**src/rtl/spi_cmd_seq.sv**
```systemverilog
// Command FIFO in front of the SPI master: queues {pos,w8,data} words and
// launches them one at a time, waiting for the transmitter's done to cycle.
module spi_cmd_seq #(
  parameter int DEPTH = 8,
  parameter int AW    = 3
) (
  input  logic          clk,
  input  logic          rst_n,
  input  logic          cmd_vld,
  input  logic [15:0]   cmd_data,
  input  logic          cmd_w8,
  input  logic          cmd_pos,
  output logic          cmd_rdy,
  input  logic          flush,
  input  logic          spi_done,
  output logic          spi_wrt,
  output logic [15:0]   spi_tx_data,
  output logic          spi_width8,
  output logic          spi_pos_edge,
  output logic          busy,
  output logic [AW:0]   cmd_cnt,
  output logic          overflow
);

  typedef enum logic [1:0] {IDLE, LAUNCH, WAIT_LO, WAIT_HI} state_e;

  localparam logic [AW:0]   FULL_CNT = (AW+1)'(DEPTH);
  localparam logic [AW:0]   CNT_ONE  = (AW+1)'(1);
  localparam logic [AW-1:0] PTR_ONE  = AW'(1);

  state_e        state_q, state_d;
  logic [AW-1:0] wptr_q, rptr_q;
  logic [AW:0]   cnt_q, cnt_d;
  logic          rdy_q, busy_q, ovf_q, wrt_q, w8_q, pos_q;
  logic [15:0]   data_q;
  logic [17:0]   mem_q [DEPTH];
  logic [17:0]   head;
  logic          full, pop, push;

  assign head = mem_q[rptr_q];
  assign full = (cnt_q == FULL_CNT);
  // Launch consumes the head; flush suppresses it so nothing new starts that cycle.
  assign pop  = (state_q == IDLE) && (cnt_q != '0) && spi_done && !flush;
  // A push into a full FIFO is still taken when the head leaves in the same cycle.
  assign push = cmd_vld && !flush && (!full || pop);

  always_comb begin
    cnt_d = cnt_q;
    if (flush)              cnt_d = '0;
    else if (push && !pop)  cnt_d = cnt_q + CNT_ONE;
    else if (pop && !push)  cnt_d = cnt_q - CNT_ONE;
  end

  always_comb begin
    state_d = state_q;
    case (state_q)
      IDLE:    if (pop)       state_d = LAUNCH;
      LAUNCH:                 state_d = WAIT_LO;
      WAIT_LO: if (!spi_done) state_d = WAIT_HI;
      WAIT_HI: if (spi_done)  state_d = IDLE;
      default:                state_d = IDLE;
    endcase
  end

  always_ff @(posedge clk) begin
    if (push) mem_q[wptr_q] <= {cmd_pos, cmd_w8, cmd_data};
  end

  always_ff @(posedge clk or negedge rst_n) begin
    if (!rst_n) begin
      state_q <= IDLE;
      wptr_q  <= '0;
      rptr_q  <= '0;
      cnt_q   <= '0;
      rdy_q   <= 1'b1;
      busy_q  <= 1'b0;
      ovf_q   <= 1'b0;
      wrt_q   <= 1'b0;
      data_q  <= '0;
      w8_q    <= 1'b0;
      pos_q   <= 1'b0;
    end else begin
      state_q <= state_d;
      cnt_q   <= cnt_d;
      rdy_q   <= (cnt_d != FULL_CNT);
      busy_q  <= (cnt_d != '0) || (state_d != IDLE);
      wrt_q   <= pop;
      if (flush) begin
        wptr_q <= '0;
        rptr_q <= '0;
        ovf_q  <= 1'b0;
      end else begin
        if (push)            wptr_q <= wptr_q + PTR_ONE;
        if (pop)             rptr_q <= rptr_q + PTR_ONE;
        if (cmd_vld && !push) ovf_q <= 1'b1;
      end
      // Transaction attributes change only at launch, never mid-packet.
      if (pop) {pos_q, w8_q, data_q} <= head;
    end
  end

  assign cmd_rdy      = rdy_q;
  assign busy         = busy_q;
  assign cmd_cnt      = cnt_q;
  assign overflow     = ovf_q;
  assign spi_wrt      = wrt_q;
  assign spi_tx_data  = data_q;
  assign spi_width8   = w8_q;
  assign spi_pos_edge = pos_q;

endmodule
```
**config.mk**
```make
export PLATFORM = sky130hd
export DESIGN_NAME = spi_cmd_seq
export DESIGN_NICKNAME = d
export VERILOG_FILES = /design/src/rtl/spi_cmd_seq.sv
export SDC_FILE = /design/constraint.sdc
export NUM_CORES = 1
export LEC_CHECK = 0
export ABC_AREA = 1
export BUFFER_PORTS_ARGS = -buffer_cell sky130_fd_sc_hd__buf_2
export CELL_PAD_IN_SITES_DETAIL_PLACEMENT = 0
export CELL_PAD_IN_SITES_GLOBAL_PLACEMENT = 1
export CORE_MARGIN = 2
export CORE_UTILIZATION = 49
export CTS_CLUSTER_DIAMETER = 60
export DETAILED_ROUTE_END_ITERATION = 10
export PLACE_DENSITY_LB_ADDON = 0.1
export SYNTH_ARGS = -nofsm -noshare
export SYNTH_HDL_FRONTEND = slang
export SYNTH_SLANG_ARGS = --single-unit
```
**constraint.sdc**
```tcl
create_clock -name clk -period 2.7 [get_ports clk]
set_input_delay 0.54 -clock clk [delete_from_list [all_inputs] [get_ports clk]]
set_output_delay 0.54 -clock clk [all_outputs]
set_load 0.01 [all_outputs]
```
==> impl_metrics.env <==
export IMPL_outcome="finished, final reports clean"
export IMPL_cts_clk_slew_worst_paths_ns=0.06
export IMPL_antenna_left=0
export IMPL_peakVddDrop_mv=0.4584
export IMPL_p_sw_share_pct=24.48
export IMPL_finalMaxSlewViolations=0
export IMPL_period_minus_slack_ns=2.232
export IMPL_slew_headroom_pct=46.93
export IMPL_p_switching_mw=1.624
export IMPL_clock_root_buffer="clkbuf_16"
export IMPL_rows=43
export IMPL_synth_edf_count=144
export IMPL_wirelength_um=15150
export IMPL_coreArea_um2=13990
export IMPL_tightest_slew_ns=0.7961
export IMPL_power_internal_mw=5.010
export IMPL_antenna_found_initial=0
export IMPL_async_reset_ff_share_pct=19.10
export IMPL_path_delay_family="simple AND/OR/NAND/NOR gates"
export IMPL_drc=0
export IMPL_finalHoldViolCount=0
export IMPL_grt_pass1_vias=4484
export IMPL_total_power_mw=6.635
export IMPL_endpoint_kind="flip-flop"
export IMPL_place_gp_congestion=0.8626
export IMPL_vias=4426
export IMPL_synthFlopType="edfxtp_1"
export IMPL_critPathRequiredTime_ns=2.80
export IMPL_pwr_density_cell_nw_per_um2=810.9
export IMPL_crit_path_top_delay_cell="dfrtp_1"
export IMPL_wire_per_inst_um=18.80
export IMPL_arrival_ns=2.33
export IMPL_die_area_um2=15440
export IMPL_synthDistinctLibCells=28
export IMPL_ys_seq_elements=178
export IMPL_r2r_start="cmd_cnt[0]"
export IMPL_critPathLaunch="cmd_cnt[0]"
export IMPL_post_route_period_util_pct=82.65
export IMPL_area_growth_pct=15.49
export IMPL_p_clk_share_pct=38.4
export IMPL_cts_max_path_buffers=2
export IMPL_netlist_instances=561
export IMPL_insertion_delay_ns=0.42
export IMPL_antenna_cells=0
export IMPL_nFillCells=1131
export IMPL_crit_path_start_kind="flip-flop"
export IMPL_maxCapViolCount=0
export IMPL_hp_class="in -> async"
export IMPL_synth_top_area_cell="edfxtp_1"
export IMPL_cts_buffers=17
export IMPL_tritoncts="yes"
export IMPL_clock_sinks=178
export IMPL_rrSetupSlack_ns=0.47
export IMPL_grt_pass1_wl_um=24140
export IMPL_nets=640
export IMPL_synthTopCellsByCount="edfxtp_1, nor2_1, o21ai_0, nand2_1, dfrtp_1"
export IMPL_post_cts_buffers=0
export IMPL_post_cts_resized=0
export IMPL_syn_area_um2=7084
export IMPL_synth_nets=588
export IMPL_port_buffers=48
export IMPL_h_tree_depth=4
export IMPL_p_seq_share_pct=49.3
export IMPL_finClkSkew_ns=0.003657
export IMPL_avgViaCountPerCell=5.491
export IMPL_setup_viol=0
export IMPL_cp_max_fo=18
export IMPL_start_util_pct=50.64
export IMPL_rsz0062_at_grt="false"
export IMPL_ctsHoldBuffers=0
export IMPL_p_leak_nw=3.123
export IMPL_drive_above_1_share_pct=19.01
export IMPL_synth_area_leaders="edfxtp_1, dfrtp_1, o21ai_0"
export IMPL_ys_seq_area_share_pct=73.07
export IMPL_synth_avg_cell_area_um2=12.63
export IMPL_io_pins=49
export IMPL_overflow=0
export IMPL_yosysTopAreaCellShare_pct=61.04
export IMPL_grt_max_degree=74
export IMPL_max_stage_delay_ns=0.44
export IMPL_firstDrtPassIters=4
export IMPL_combPwrFrac_pct=12.4
export IMPL_setup_tns_ns=0
export IMPL_path_class="reg -> reg"
export IMPL_layout_setup_ws_ns=0.4683
export IMPL_drtIter0Drc=411
export IMPL_dieHeight_um=124.2
export IMPL_fmax_mhz=448.1
export IMPL_preCtsSetupSlack_ns=0.4842
export IMPL_cp_num_buf_inv=3
export IMPL_hpwl_um=9493
export IMPL_synth_most_common_cell="edfxtp_1"
export IMPL_crit_chain="inv_1, ha_1, nand3_2, nand3_4, nand4_2, nand2_2, inv_2, nand2_1, nor2_2, buf_4"
export IMPL_die_x_um=124.2
export IMPL_grt_usage_pct=20.53
export IMPL_yosys_warnings=0
## worst reg2reg max path, stage by stage, from the launching register on
cell and delay, ns:
dfrtp_1 0.44, inv_1 0.10, ha_1 0.29, nand3_2 0.14
nand3_4 0.09, nand4_2 0.10, nand2_2 0.09, inv_2 0.10
nand2_1 0.14, nor2_2 0.11, buf_4 0.29
## metal layers
metal	up-vias	wire, um	track usage (%)
li1	2141	-	-
met1	2163	7057	29.65
met2	105	7036	31.89
met3	17	865	3.830
met4	0	194	6.477
met5	-	0	0
## area by class of cell
| cell class | instances | area [um2] | area share (%) |
|---|---|---|---|
| multi-input combinational | 325 | 1684 | 20.58 |
| tap | 180 | 225.2 | 2.753 |
| inverter | 26 | 97.59 | 1.193 |
| clock inverter | 13 | 183.9 | 2.248 |
| timing repair buffer | 65 | 380.4 | 4.649 |
| sequential | 178 | 5177 | 63.28 |
| clock buffer | 19 | 432.9 | 5.291 |
## through the flow
| stage | hold slack (ns) | cells | instance area [um2] | utilization [%] |
|---|---|---|---|---|
| after floorplan | 0.2444 | 561 | 7084 | - |
| after global placement | 0.4588 | 774 | 7565 | 54.08 |
| after CTS | 0.2237 | 806 | 8182 | 58.49 |
| final | 0.1999 | 806 | 8182 | 58.49 |
| after global routing | 0.2601 | 806 | 8182 | 58.49 |
| after detailed placement | 0.4613 | 774 | 7565 | 54.08 |
## worst paths after layout
path,to,cells past startpoint
setup / recovery,mem_q[5][6],10
hold / removal,cmd_cnt[2],1
setup reg to reg,mem_q[5][6],10
hold reg to reg,spi_tx_data[4],2
max in group asynchronous,rptr_q[0],1
min in group clk,state_q[0],2
## power groups by stage
stage	Combinational (mW)	Sequential, mW	Clock [mW]
final	0.820	3.27	2.55
after global routing	0.928	3.29	2.69
after CTS	0.830	3.27	2.58
after detailed placement	0.826	3.33	0
after global placement	0.814	3.32	0
after floorplan	0.419	3.39	0
## sequential cells by signal, summed over array words and instances (netlist names)
register	count
mem_q	144
spi_tx_data	16
cmd_cnt	4
rptr_q	3
wptr_q	3
state_q	2
busy	1
cmd_rdy	1
overflow	1
spi_pos_edge	1
spi_width8	1
spi_wrt	1
## cell families (layout without fill, tap and decap cells)
kind of cell             count (synthesis)  count (layout)  synth area share (%)
flip-flops                             178             178                 73.07
AND/OR/NAND/NOR                        182             182                 10.72
AO/OA/AOI/OAI                          136             136                 11.69
XOR/XNOR                                 3               3                0.3710
buffers and inverters                   58             123                 3.444
adder cells (fa/ha/maj)                  4               4                0.7065
## cells in the final DEF, fill, tap and decap left out, types with 5 or more instances in the layout
cell        instances
clkinvlp_4          5
o21ai_0            77
dfrtp_1            32
nor2_2              9
nand3_1             8
o211ai_1           18
inv_2               5
nand4_1             6
edfxtp_1          144
buf_2              48
nand2_1            72
buf_4              16
inv_1              21
clkbuf_16          17
o22ai_1            18
o221ai_1           18
nor2_1             80
No activity file was read; power rests on OpenSTA's default activity.
